$ cat src/rtl/llc_mesi_set_engine_if.sv
// Command/response bundle between the command source and the LLC tag/state engine.
// The master modport drives commands and the slave modport (the engine) returns responses and counters.
interface llc_mesi_set_engine_if #(
    parameter int ADDR_SIZE = 32
);
    logic                 req_valid;
    logic                 req_ready;
    logic [3:0]           req_cmd;
    logic [ADDR_SIZE-1:0] req_addr;
    logic [1:0]           req_snoop;
    logic                 resp_valid;
    logic                 resp_hit;
    logic                 resp_bus_valid;
    logic [1:0]           resp_bus_op;
    logic                 resp_wb;
    logic [ADDR_SIZE-1:0] resp_wb_addr;
    logic [1:0]           resp_snoop;
    logic [2:0]           resp_l1_msg;
    logic [31:0]          cpu_hits;
    logic [31:0]          cpu_misses;

    modport master (
        output req_valid, req_cmd, req_addr, req_snoop,
        input  req_ready, resp_valid, resp_hit, resp_bus_valid, resp_bus_op, resp_wb,
               resp_wb_addr, resp_snoop, resp_l1_msg, cpu_hits, cpu_misses
    );

    modport slave (
        input  req_valid, req_cmd, req_addr, req_snoop,
        output req_ready, resp_valid, resp_hit, resp_bus_valid, resp_bus_op, resp_wb,
               resp_wb_addr, resp_snoop, resp_l1_msg, cpu_hits, cpu_misses
    );
endinterface

$ cat src/rtl/llc_mesi_set_engine.sv
// LLC tag/MESI/tree-PLRU engine: one command at a time, response 3 cycles after accept (NUM_SETS+1 for CLEAR).
// Backpressure: req_ready only in IDLE, so at most one command per 4 cycles.
module llc_mesi_set_engine #(
    parameter int ADDR_SIZE  = 32,
    parameter int NUM_SETS   = 16,
    parameter int ASSOC      = 8,
    parameter int CACHE_LINE = 64
) (
    input  logic                 clk,
    input  logic                 rst,
    llc_mesi_set_engine_if.slave bus
);
    localparam int BYTE_BITS  = $clog2(CACHE_LINE);
    localparam int INDEX_BITS = $clog2(NUM_SETS);
    localparam int TAG_BITS   = ADDR_SIZE - INDEX_BITS - BYTE_BITS;
    localparam int WAY_BITS   = $clog2(ASSOC);
    localparam int PLRU_BITS  = ASSOC - 1;

    localparam logic [1:0] ST_I = 2'd0, ST_S = 2'd1, ST_E = 2'd2, ST_M = 2'd3;
    localparam logic [3:0] CMD_DREAD = 4'd0, CMD_DWRITE = 4'd1, CMD_IREAD = 4'd2, CMD_SNP_INV = 4'd3,
                           CMD_SNP_RD = 4'd4, CMD_SNP_RWIM = 4'd6, CMD_CLEAR = 4'd8;
    localparam logic [1:0] SNP_NOHIT = 2'd0, SNP_HIT = 2'd1, SNP_HITM = 2'd2;
    localparam logic [1:0] BUS_READ = 2'd0, BUS_INVAL = 2'd2, BUS_RWIM = 2'd3;
    localparam logic [2:0] L1_NONE = 3'd0, L1_GET = 3'd1, L1_SEND = 3'd2, L1_INVAL = 3'd3, L1_EVICT = 3'd4;

    typedef enum logic [2:0] {S_IDLE, S_LOOKUP, S_UPDATE, S_RESP, S_CLR} fsm_t;

    fsm_t                  fsm_q;
    logic [3:0]            cmd_q;
    logic [1:0]            snoop_q;
    logic [TAG_BITS-1:0]   req_tag_q;
    logic [INDEX_BITS-1:0] req_idx_q, clr_idx_q;

    logic [NUM_SETS-1:0][ASSOC-1:0][1:0]   st_q;
    logic [NUM_SETS-1:0][PLRU_BITS-1:0]    plru_q;
    logic [TAG_BITS-1:0]                   tag_q [NUM_SETS][ASSOC];
    logic [31:0]                           hits_q, misses_q;

    logic                hit_q;
    logic [WAY_BITS-1:0] hit_way_q, alloc_way_q;
    logic [1:0]          hit_st_q, vic_st_q;
    logic [TAG_BITS-1:0] vic_tag_q;

    logic                 resp_valid_q, resp_hit_q, resp_bus_valid_q, resp_wb_q;
    logic [1:0]           resp_bus_op_q, resp_snoop_q;
    logic [ADDR_SIZE-1:0] resp_wb_addr_q;
    logic [2:0]           resp_l1_q;

    // Lookup on the latched set: hit way, lowest invalid way, and PLRU victim.
    logic [ASSOC-1:0][1:0] row_st;
    logic [PLRU_BITS-1:0]  row_plru;
    logic                  hit_c, inv_found_c;
    logic [WAY_BITS-1:0]   hit_way_c, inv_way_c, alloc_way_c;

    assign row_st   = st_q[req_idx_q];
    assign row_plru = plru_q[req_idx_q];

    always_comb begin
        int                   node;
        logic [PLRU_BITS-1:0] psh;
        hit_c       = 1'b0;
        hit_way_c   = '0;
        inv_found_c = 1'b0;
        inv_way_c   = '0;
        for (int w = 0; w < ASSOC; w++) begin
            if (row_st[w] != ST_I && tag_q[req_idx_q][w] == req_tag_q) begin
                hit_c     = 1'b1;
                hit_way_c = WAY_BITS'(w);
            end
        end
        for (int w = ASSOC - 1; w >= 0; w--) begin
            if (row_st[w] == ST_I) begin
                inv_found_c = 1'b1;
                inv_way_c   = WAY_BITS'(w);
            end
        end
        node = 0;
        for (int l = 0; l < WAY_BITS; l++) begin
            psh  = row_plru >> node;
            node = 2 * node + 1 + int'(psh[0]);
        end
        alloc_way_c = inv_found_c ? inv_way_c : WAY_BITS'(node - PLRU_BITS);
    end

    // Command decode from the registered lookup; stable from UPDATE through RESP.
    logic                 u_st_we, u_tag_we, u_plru_we, u_hit_inc, u_miss_inc;
    logic [WAY_BITS-1:0]  u_way;
    logic [1:0]           u_st;
    logic [PLRU_BITS-1:0] u_plru;
    logic                 n_hit, n_bus_valid, n_wb;
    logic [1:0]           n_bus_op, n_snoop;
    logic [ADDR_SIZE-1:0] n_wb_addr;
    logic [2:0]           n_l1;

    always_comb begin
        int                  node;
        logic [WAY_BITS-1:0] wsh;
        u_st_we = 1'b0; u_tag_we = 1'b0; u_plru_we = 1'b0; u_hit_inc = 1'b0; u_miss_inc = 1'b0;
        u_way = hit_way_q; u_st = hit_st_q;
        n_hit = 1'b0; n_bus_valid = 1'b0; n_bus_op = BUS_READ; n_wb = 1'b0; n_wb_addr = '0;
        n_snoop = SNP_NOHIT; n_l1 = L1_NONE;
        case (cmd_q)
            CMD_DREAD, CMD_IREAD, CMD_DWRITE: begin
                u_plru_we = 1'b1;
                if (hit_q) begin
                    n_hit     = 1'b1;
                    u_hit_inc = 1'b1;
                    n_l1      = L1_SEND;
                    if (cmd_q == CMD_DWRITE) begin
                        u_st_we = 1'b1;
                        u_st    = ST_M;
                        if (hit_st_q == ST_S) begin
                            n_bus_valid = 1'b1;
                            n_bus_op    = BUS_INVAL;
                        end
                    end
                end else begin
                    u_miss_inc  = 1'b1;
                    u_way       = alloc_way_q;
                    u_st_we     = 1'b1;
                    u_tag_we    = 1'b1;
                    n_bus_valid = 1'b1;
                    if (cmd_q == CMD_DWRITE) begin
                        n_bus_op = BUS_RWIM;
                        u_st     = ST_M;
                    end else begin
                        n_bus_op = BUS_READ;
                        u_st     = (snoop_q == SNP_HIT || snoop_q == SNP_HITM) ? ST_S : ST_E;
                    end
                    n_wb = (vic_st_q == ST_M);
                    if (n_wb) n_wb_addr = {vic_tag_q, req_idx_q, {BYTE_BITS{1'b0}}};
                    n_l1 = (vic_st_q != ST_I) ? L1_EVICT : L1_SEND;
                end
            end
            CMD_SNP_RD: begin
                if (hit_q) begin
                    u_st_we = 1'b1;
                    u_st    = ST_S;
                    n_snoop = (hit_st_q == ST_M) ? SNP_HITM : SNP_HIT;
                    if (hit_st_q == ST_M) n_l1 = L1_GET;
                end
            end
            CMD_SNP_RWIM: begin
                if (hit_q) begin
                    u_st_we = 1'b1;
                    u_st    = ST_I;
                    n_snoop = (hit_st_q == ST_M) ? SNP_HITM : SNP_HIT;
                    n_l1    = (hit_st_q == ST_M) ? L1_GET : L1_INVAL;
                end
            end
            CMD_SNP_INV: begin
                if (hit_q && hit_st_q == ST_S) begin
                    u_st_we = 1'b1;
                    u_st    = ST_I;
                    n_l1    = L1_INVAL;
                end
            end
            default: ;  // SNP_WR, PRINT, CLEAR and unused codes respond with all fields zero
        endcase

        // Point every node on the accessed way's path away from it.
        u_plru = row_plru;
        node   = 0;
        for (int l = 0; l < WAY_BITS; l++) begin
            wsh = u_way >> (WAY_BITS - 1 - l);
            if (wsh[0]) u_plru = u_plru & ~(PLRU_BITS'(1) << node);
            else        u_plru = u_plru |  (PLRU_BITS'(1) << node);
            node = 2 * node + 1 + int'(wsh[0]);
        end
    end

    always_ff @(posedge clk or posedge rst) begin
        if (rst) begin
            st_q     <= '0;
            plru_q   <= '0;
            hits_q   <= '0;
            misses_q <= '0;
        end else if (fsm_q == S_UPDATE) begin
            if (u_st_we)    st_q[req_idx_q][u_way] <= u_st;
            if (u_plru_we)  plru_q[req_idx_q]      <= u_plru;
            if (u_hit_inc)  hits_q                 <= hits_q + 32'd1;
            if (u_miss_inc) misses_q               <= misses_q + 32'd1;
        end else if (fsm_q == S_CLR) begin
            st_q[clr_idx_q]   <= '0;
            plru_q[clr_idx_q] <= '0;
            hits_q            <= '0;
            misses_q          <= '0;
        end
    end

    // Tags need no reset: a line is only matched while its state is not I.
    always_ff @(posedge clk) begin
        if (fsm_q == S_UPDATE && u_tag_we) tag_q[req_idx_q][u_way] <= req_tag_q;
    end

    always_ff @(posedge clk or posedge rst) begin
        if (rst) begin
            fsm_q <= S_IDLE;
            cmd_q <= '0; snoop_q <= '0; req_tag_q <= '0; req_idx_q <= '0; clr_idx_q <= '0;
            hit_q <= 1'b0; hit_way_q <= '0; hit_st_q <= ST_I; alloc_way_q <= '0;
            vic_st_q <= ST_I; vic_tag_q <= '0;
            resp_valid_q <= 1'b0; resp_hit_q <= 1'b0; resp_bus_valid_q <= 1'b0; resp_bus_op_q <= '0;
            resp_wb_q <= 1'b0; resp_wb_addr_q <= '0; resp_snoop_q <= '0; resp_l1_q <= '0;
        end else begin
            resp_valid_q <= 1'b0;
            case (fsm_q)
                S_IDLE: begin
                    if (bus.req_valid) begin
                        cmd_q     <= bus.req_cmd;
                        snoop_q   <= bus.req_snoop;
                        req_tag_q <= bus.req_addr[ADDR_SIZE-1 -: TAG_BITS];
                        req_idx_q <= bus.req_addr[BYTE_BITS +: INDEX_BITS];
                        clr_idx_q <= '0;
                        fsm_q     <= (bus.req_cmd == CMD_CLEAR) ? S_CLR : S_LOOKUP;
                    end
                end
                S_LOOKUP: begin
                    hit_q       <= hit_c;
                    hit_way_q   <= hit_way_c;
                    hit_st_q    <= row_st[hit_way_c];
                    alloc_way_q <= alloc_way_c;
                    vic_st_q    <= row_st[alloc_way_c];
                    vic_tag_q   <= tag_q[req_idx_q][alloc_way_c];
                    fsm_q       <= S_UPDATE;
                end
                S_UPDATE: fsm_q <= S_RESP;
                S_CLR: begin
                    clr_idx_q <= clr_idx_q + 1'b1;
                    if (clr_idx_q == INDEX_BITS'(NUM_SETS - 1)) fsm_q <= S_RESP;
                end
                S_RESP: begin
                    resp_valid_q     <= 1'b1;
                    resp_hit_q       <= n_hit;
                    resp_bus_valid_q <= n_bus_valid;
                    resp_bus_op_q    <= n_bus_op;
                    resp_wb_q        <= n_wb;
                    resp_wb_addr_q   <= n_wb_addr;
                    resp_snoop_q     <= n_snoop;
                    resp_l1_q        <= n_l1;
                    fsm_q            <= S_IDLE;
                end
                default: fsm_q <= S_IDLE;
            endcase
        end
    end

    assign bus.req_ready      = (fsm_q == S_IDLE);
    assign bus.resp_valid     = resp_valid_q;
    assign bus.resp_hit       = resp_hit_q;
    assign bus.resp_bus_valid = resp_bus_valid_q;
    assign bus.resp_bus_op    = resp_bus_op_q;
    assign bus.resp_wb        = resp_wb_q;
    assign bus.resp_wb_addr   = resp_wb_addr_q;
    assign bus.resp_snoop     = resp_snoop_q;
    assign bus.resp_l1_msg    = resp_l1_q;
    assign bus.cpu_hits       = hits_q;
    assign bus.cpu_misses     = misses_q;
endmodule

$ cat src/flat_wrapper.sv
// flat-port wrapper written by rule: the top's interface ports become plain ports
module llc_mesi_set_engine_flat 
#(
    parameter int ADDR_SIZE  = 32,
    parameter int NUM_SETS   = 16,
    parameter int ASSOC      = 8,
    parameter int CACHE_LINE = 64
)
  (clk, rst, bus_req_valid, bus_req_cmd, bus_req_addr, bus_req_snoop, bus_req_ready, bus_resp_valid, bus_resp_hit, bus_resp_bus_valid, bus_resp_bus_op, bus_resp_wb, bus_resp_wb_addr, bus_resp_snoop, bus_resp_l1_msg, bus_cpu_hits, bus_cpu_misses);
  llc_mesi_set_engine_if #(.ADDR_SIZE(ADDR_SIZE)) bus_i ();
  input  logic clk;
  input  logic rst;
  input wire logic [$bits(bus_i.req_valid)-1:0] bus_req_valid;
  input wire logic [$bits(bus_i.req_cmd)-1:0] bus_req_cmd;
  input wire logic [$bits(bus_i.req_addr)-1:0] bus_req_addr;
  input wire logic [$bits(bus_i.req_snoop)-1:0] bus_req_snoop;
  output wire logic [$bits(bus_i.req_ready)-1:0] bus_req_ready;
  output wire logic [$bits(bus_i.resp_valid)-1:0] bus_resp_valid;
  output wire logic [$bits(bus_i.resp_hit)-1:0] bus_resp_hit;
  output wire logic [$bits(bus_i.resp_bus_valid)-1:0] bus_resp_bus_valid;
  output wire logic [$bits(bus_i.resp_bus_op)-1:0] bus_resp_bus_op;
  output wire logic [$bits(bus_i.resp_wb)-1:0] bus_resp_wb;
  output wire logic [$bits(bus_i.resp_wb_addr)-1:0] bus_resp_wb_addr;
  output wire logic [$bits(bus_i.resp_snoop)-1:0] bus_resp_snoop;
  output wire logic [$bits(bus_i.resp_l1_msg)-1:0] bus_resp_l1_msg;
  output wire logic [$bits(bus_i.cpu_hits)-1:0] bus_cpu_hits;
  output wire logic [$bits(bus_i.cpu_misses)-1:0] bus_cpu_misses;
  assign bus_i.req_valid = bus_req_valid;
  assign bus_i.req_cmd = bus_req_cmd;
  assign bus_i.req_addr = bus_req_addr;
  assign bus_i.req_snoop = bus_req_snoop;
  assign bus_req_ready = bus_i.req_ready;
  assign bus_resp_valid = bus_i.resp_valid;
  assign bus_resp_hit = bus_i.resp_hit;
  assign bus_resp_bus_valid = bus_i.resp_bus_valid;
  assign bus_resp_bus_op = bus_i.resp_bus_op;
  assign bus_resp_wb = bus_i.resp_wb;
  assign bus_resp_wb_addr = bus_i.resp_wb_addr;
  assign bus_resp_snoop = bus_i.resp_snoop;
  assign bus_resp_l1_msg = bus_i.resp_l1_msg;
  assign bus_cpu_hits = bus_i.cpu_hits;
  assign bus_cpu_misses = bus_i.cpu_misses;
  llc_mesi_set_engine #(.ADDR_SIZE(ADDR_SIZE), .NUM_SETS(NUM_SETS), .ASSOC(ASSOC), .CACHE_LINE(CACHE_LINE)) u_core (.clk(clk), .rst(rst), .bus(bus_i));
endmodule
$ cat config.mk
export PLATFORM = sky130hd
export DESIGN_NAME = llc_mesi_set_engine_flat
export DESIGN_NICKNAME = d
export VERILOG_FILES = /design/src/rtl/llc_mesi_set_engine_if.sv /design/src/rtl/llc_mesi_set_engine.sv /design/src/flat_wrapper.sv
export SDC_FILE = /design/constraint.sdc
export NUM_CORES = 2
export LEC_CHECK = 0
export ABC_CLOCK_PERIOD_IN_PS = 39600
export CELL_PAD_IN_SITES_DETAIL_PLACEMENT = 1
export CELL_PAD_IN_SITES_GLOBAL_PLACEMENT = 1
export CORE_MARGIN = 3
export CORE_UTILIZATION = 55
export DETAILED_ROUTE_END_ITERATION = 10
export PLACE_DENSITY_LB_ADDON = 0.1
export SETUP_SLACK_MARGIN = 0.5
export SLEW_MARGIN = 20
export SYNTH_ARGS = -nofsm -noshare
export SYNTH_HDL_FRONTEND = slang
export SYNTH_SLANG_ARGS = --single-unit
$ cat constraint.sdc
create_clock -name clk -period 39.6 [get_ports clk]
set_input_delay 7.92 -clock clk [delete_from_list [all_inputs] [get_ports clk]]
set_output_delay 7.92 -clock clk [all_outputs]
set_load 0.05 [all_outputs]
# ---- Word level (Yosys, flattened, before mapping)
# Memories as Yosys holds them, arrays and structs flattened.
# Cells that the tools add are included.
dict set report op_classes {
  shift 4
  addsub 12
  bitwise_logic 12
  n_eq_ne 30
  n_lt_le_gt_ge 11
  n_mux 124
  reduce_logical 45
}
# cell count
set op_table {}
lappend op_table {{$mux W256} 3}
lappend op_table {{$mux W112} 3}
lappend op_table {{$and A256 B256 Y256} 1}
lappend op_table {{$bwmux W256} 1}
lappend op_table {{$mux W32} 8}
lappend op_table {{$not A256 Y256} 1}
lappend op_table {{$eq A22 B22 Y1} 8}
lappend op_table {{$mux W176} 1}
lappend op_table {{$demux W16 S4} 2}
lappend op_table {{$and A112 B112 Y112} 1}
lappend op_table {{$bwmux W112} 1}
lappend op_table {{$not A112 Y112} 1}
lappend op_table {{$mux W3} 24}
lappend op_table {{$bmux W22 S3} 1}
lappend op_table {{$demux W22 S3} 1}
lappend op_table {{$mux W22} 3}
lappend op_table {{$add A32 B1 Y32 const B} 2}
lappend op_table {{$add A32 B2 Y32} 2}
lappend op_table {{$add A32 B2 Y32 const B} 2}
lappend op_table {{$bmux W16 S4} 1}
lappend op_table {{$shl A1 B32 Y7 const A} 2}
lappend op_table {{$demux W7 S4} 2}
lappend op_table {{$mux W16} 3}
lappend op_table {{$mux W2} 20}
lappend op_table {{47 further kinds} 144}
dict set report totals {
  elab_cells 405
  register_bits 547
  input_bits 41
  memories 1
  output_inout_bits 108
  ramBits 2816
}
# memory words word_bits rd rd_clocked_by_memory_dff wr line
set mem_list {}
lappend mem_list {u_core.tag_q 16 176 1 0 1 llc_mesi_set_engine.sv:36} ;# logic [TAG_BITS-1:0] tag_q [NUM_SETS][ASSOC];

# ---- Depth between registers and ports, before layout
dict set report logic_depth {
  depth_word 16
  ltp_mapped 21
  mapped_depth_nobuf 13
}

# ---- Worst setup path after synthesis
# OpenSTA, ideal clock, no wires.
dict set report synth_timing {
  path_type {reg2out}
  startpoint {register u_core.fsm_q[1]}
  endpoint {output bus_req_ready}
  path_buffers 1
  setup_slack_ns 30.015
  arrival_time_ns 1.665
  stages_incl_launch_ff 3
  required_time_ns 31.680
  cell_sequence {dfrtp_1 buf_2 nor3_1}
}
dict set report synth_between {
  elab_chain_len 1
}
# element line
set synth_rtl {}
lappend synth_rtl {{start, declared} llc_mesi_set_engine.sv:28} ;# fsm_t fsm_q;
lappend synth_rtl {{start signal, assigned} llc_mesi_set_engine.sv:214} ;# fsm_q <= (bus.req_cmd == CMD_CLEAR) ? S_CLR : S_LOOKUP;
lappend synth_rtl {{$logic_not A3 Y1} llc_mesi_set_engine.sv:247} ;# assign bus.req_ready = (fsm_q == S_IDLE);
lappend synth_rtl {{end, declared} flat_wrapper.sv:17} ;# output wire logic [$bits(bus_i.req_ready)-1:0] bus_req_ready;
# No other way between the ends.

# ---- Final worst setup path
# Ends and elaborated chain as after synthesis.

==> results.md <==
Timing:
- Setup repair after global routing left no endpoint under its margin.
- For the pin with the worst max-slew slack, the measured transition is ~1.4 ns.
- The relative max-transition margin is 0.0708.
- The final-layout setup total negative slack is 0 ns.
- The number of pins exceeding their max-slew limit in the final report is 0.
- The largest clock skew in the final design is 0.0820 ns.
- The total count of hold-check failures in the final report is 0.
- The clock period could shrink to roughly 11 ns.
- In the finished design, the share of the clock period the worst path needs comes to 0.271.
- Timing would allow up to between 0.09 and 0.1 GHz.
- The number of setup violations in the final report is 0.

Critical path:
- For the worst setup path, the data arrival time is 2.83 ns.
- For this run, the slowest stage of the critical path takes about 0.90 ns.
- Traced cell by cell, the critical path runs through nor3_1, clkdlybuf4s50_1.
- The critical path is of the reg2out type.
- The number of cells on the worst reg-to-reg path is 14.
- The endpoint of the worst-slack reg-to-reg timing path is u_core.vic_tag_q[3].
- On the critical path, the stage with the largest delay is an instance of sky130_fd_sc_hd__clkdlybuf4s50_1.
- The register-to-register path setup slack is 30.92 ns.
- STA classifies the critical path startpoint as a register.
- STA classifies the critical path endpoint as an output pin.
- For the worst setup path, the data required time is approximately 32 ns.
- Along the worst path, the maximum fanout reaches 10.
- The worst register-to-register path begins at u_core.req_idx_q[0].

Clock tree:
- The clock tree synthesis step divided the H-tree into 5 levels.
- CTS placed an instance of sky130_fd_sc_hd__clkbuf_16 at the clock tree root.
- The clock insertion delay at the later pin of the skew report is 0.99 ns.
- The post-cts sizing count is 0.
- Counting the buffers created by CTS gives around 360.
- The post-CTS setup buffer count is 0.
- Clock-pin slew was measured on the worst setup and hold paths at ~0.060 ns.
- The TritonCTS sink count is 3357.
- The number of buffers between clock root and the deepest sink is 4.
- The number of hold-repair buffers added at the cts stage is 0.
- TritonCTS built the clock tree.

Hold path:
- In this run the most critical hold path is launched from u_core.plru_q[15].
- The min-delay analysis places its worst path in the category reg2reg.
- Along the worst hold path, the cell count comes to 2.
- The worst hold endpoint is u_core.plru_q[15].

Yosys:
- The mean area per synthesized cell is about 18 µm².
- In this run, distinct cell masters in the synthesized netlist total between 100 and 150.
- In the synthesized netlist the dominant register cell turns out to be sky130_fd_sc_hd__edfxtp_1.
- In this run, synthesis produced a sequential element count of about 3400.
- The synthesized netlist occupies a cell area of 0.141 mm².
- Synthesis handed over a netlist of between 7000 and 8000 instances.
- The proportion of synthesized chip area in sequential cells is 0.694.
- For this run, the number of Yosys warnings is 0.
- The proportion of register bits with asynchronous set or reset after synthesis is 0.161.
- Yosys mapped a number of flops with a built-in enable equal to 2816.

Route:
- The antenna violation net count after detailed routing is 0.
- In the final routed layout, each cell accounts on average for roughly 39 µm.
- The post-detailed-route DRC marker count is 0.
- In the routed layout, each cell is associated on average with a via count of roughly 7.
- Before antenna repair, the detailed router went through 6 iterations.
- The number of design-rule violations left by the first detailed-router iteration is between 10000 and 15000.
- The total routed wirelength is ~460 mm.
- The detailed-route via count is a little over 80000.

Global routing:
- The number of antenna violations at the first check in global routing came to 25.
- The first global-routing pass estimated between 600 and 700 mm of wire.
- For this run the aggregate overflow at the end of global routing stands at 0.
- Entering global routing, the biggest net connects between 100 and 150 pins.
- For this run, the total global-route usage over all layers was measured as 0.349.
- The number of global-route vias before repair is between 80000 and 90000.

Power:
- The worst-case IR drop observed on VDD is ~0.000063 V.
- The leakage power is roughly 54 nW.
- The power per standard cell area is approximately 77 mW/mm².

Placement:
- The post-DP HPWL is between 200 and 300 mm.
- The global placer's final weighted congestion is approximately 0.95.
- Input and output buffers added on the ports amount to roughly 140.
- The number of placed instances with taps included is around 11000.

Floorplan:
- The initial utilization of the core area, before any placement, comes to 0.555.
- The I/O pin count is between 100 and 150.
- The width of the chip is ~510 µm.
- The initialized floorplan defines about 190 standard-cell rows.
- The height of the chip is 513 µm.
- The die covers 0.263 mm².
- After floorplanning, the core was sized to cover around 0.25 mm².

Run:
- The tool flagged a number of max-cap violations equal to 0.

Status:
- The run finished with clean final reports.

Cells and area:
- Of the cells placed in the final design, the portion with a size suffix greater than 1 is 0.222.
- The final cell count without fillers is approximately 12000.
- From synthesis to final layout, the design area changed by 11.8%.
- The net total in the final layout is approximately 8300.
## state kept, by name, indices dropped and copies added (netlist names), 3 cells and up
| name | cells |
|---|---|
| u_core.plru_q | 112 |
| u_core.clr_idx_q | 4 |
| u_core.req_idx_q | 4 |
| u_core.bus.resp_wb_addr | 26 |
| u_core.bus.cpu_misses | 32 |
| u_core.hit_way_q | 3 |
| u_core.st_q | 256 |
| u_core.fsm_q | 3 |
| u_core.alloc_way_q | 3 |
| u_core.bus.cpu_hits | 32 |
| u_core.tag_q | 2816 |
| u_core.vic_tag_q | 22 |
| u_core.req_tag_q | 22 |
| u_core.cmd_q | 4 |
| u_core.bus.resp_l1_msg | 3 |
## metal layers
metal | up-vias | share of wire | track usage
li1 | 32634 | - | -
met5 | - | 0.000079 | 0
met2 | 5128 | 0.46 | 0.526
met3 | 1186 | 0.11 | 0.0842
met4 | 6 | 0.065 | 0.191
met1 | 44121 | 0.37 | 0.474
## critical path, delay by kind of cell, from the launching register on
family	cells	cell delay, ns
flip-flops	1	0.47
AND/OR/NAND/NOR	1	0.48
buffers and inverters	1	0.90
## worst max path at each step
stage / from / to / cells after the start
detailed placement: rst / u_core.vic_tag_q[12] / 5
global route: rst / u_core.st_q[102] / 5
floorplan: rst / u_core.alloc_way_q[0] / 1
CTS: rst / u_core.st_q[102] / 5
finish: u_core.fsm_q[1] / bus_req_ready / 2
global placement: rst / u_core.vic_tag_q[12] / 5
## final cells by class
cell class                 count  area, µm²
clock inverter               171       1660
fill                       21787      96700
timing repair buffer         418       3620
inverter                      42        190
sequential                  3357      98200
tap                         3366       4210
multi-input combinational   4064      40600
antenna                       12       30.0
clock buffer                 464       9630
## synthesized netlist by cell type, drive strengths merged, types with 43 or more instances
library cell	number	area share
edfxtp	2816	0.60
mux4	791	0.13
dfrtp	541	0.096
nor2	497	0.013
mux2i	471	0.034
nand2	418	0.011
a22o	364	0.023
o21ai	322	0.012
buf	318	0.018
xnor2	206	0.013
clkbuf	178	0.0048
a21oi	127	0.0046
a22oi	109	0.0058
nand3	84	0.0030
mux2	72	0.0057
a211oi	47	0.0025
o22ai	43	0.0019
## cell usage in the layout (no fill, tap or decap), types with 21 or more instances in the layout
master / instances
sky130_fd_sc_hd__a31oi_1: 21
sky130_fd_sc_hd__nor2_4: 25
sky130_fd_sc_hd__a211oi_1: 46
sky130_fd_sc_hd__nand2_1: 401
sky130_fd_sc_hd__o21ai_1: 26
sky130_fd_sc_hd__clkbuf_1: 80
sky130_fd_sc_hd__o211ai_1: 25
sky130_fd_sc_hd__clkdlybuf4s50_1: 136
sky130_fd_sc_hd__dfrtp_4: 26
sky130_fd_sc_hd__clkinv_2: 55
sky130_fd_sc_hd__a22oi_1: 108
sky130_fd_sc_hd__inv_1: 29
sky130_fd_sc_hd__clkbuf_8: 25
sky130_fd_sc_hd__buf_4: 269
sky130_fd_sc_hd__bufinv_16: 29
sky130_fd_sc_hd__o22ai_1: 42
sky130_fd_sc_hd__mux2_2: 72
sky130_fd_sc_hd__clkinv_1: 67
sky130_fd_sc_hd__edfxtp_1: 2816
sky130_fd_sc_hd__nand3_1: 82
sky130_fd_sc_hd__xor2_1: 39
sky130_fd_sc_hd__a221oi_1: 23
sky130_fd_sc_hd__mux2i_1: 467
sky130_fd_sc_hd__and2_1: 21
sky130_fd_sc_hd__xnor2_1: 206
sky130_fd_sc_hd__nor2_2: 108
sky130_fd_sc_hd__nand4_1: 34
sky130_fd_sc_hd__mux4_2: 777
sky130_fd_sc_hd__o21ai_0: 294
sky130_fd_sc_hd__and3_1: 27
sky130_fd_sc_hd__clkbuf_16: 359
sky130_fd_sc_hd__a21oi_1: 122
sky130_fd_sc_hd__nor3_1: 31
sky130_fd_sc_hd__nor2_1: 364
sky130_fd_sc_hd__dfrtp_1: 515
sky130_fd_sc_hd__a22o_1: 364
## power by group
part           internal (mW)  leakage (nW)  switching (mW)  total [mW]
logic                   1.43          15.1            2.98        4.40
registers               4.35          32.9           0.212        4.56
clock network           1.90          5.52            1.37        3.27
total                   7.67          53.5            4.56        12.2
## kinds of logic (layout without fill, tap and decap cells)
| logic type | count (synthesis) | count (layout) | share of synthesized area |
|---|---|---|---|
| mux | 1334 | 1334 | 0.166 |
| flops | 3357 | 3357 | 0.694 |
| buf+inv | 538 | 1095 | 0.0236 |
| other cells | 1 | 18 | 0.0000265 |
| compound gates | 1225 | 1225 | 0.0619 |
| xor+xnor | 245 | 245 | 0.0152 |
| simple gates | 1248 | 1248 | 0.0394 |
| fa+ha+maj | 6 | 6 | 0.000531 |
## metrics by stage
stage	power, mW	area, µm²	hold WS, ns	utilization	setup WS, ns
final	12.2	158000	0.476	0.621	28.85
after global routing	12.6	158000	0.504	0.620	28.52
after CTS	12.2	158000	0.478	0.620	28.33
after detailed placement	8.90	147000	0.465	0.576	27.35
after global placement	8.79	147000	0.456	0.576	27.55
after floorplan	7.25	141000	0.440	-	16.56
No activity file was read; power rests on OpenSTA's default activity.
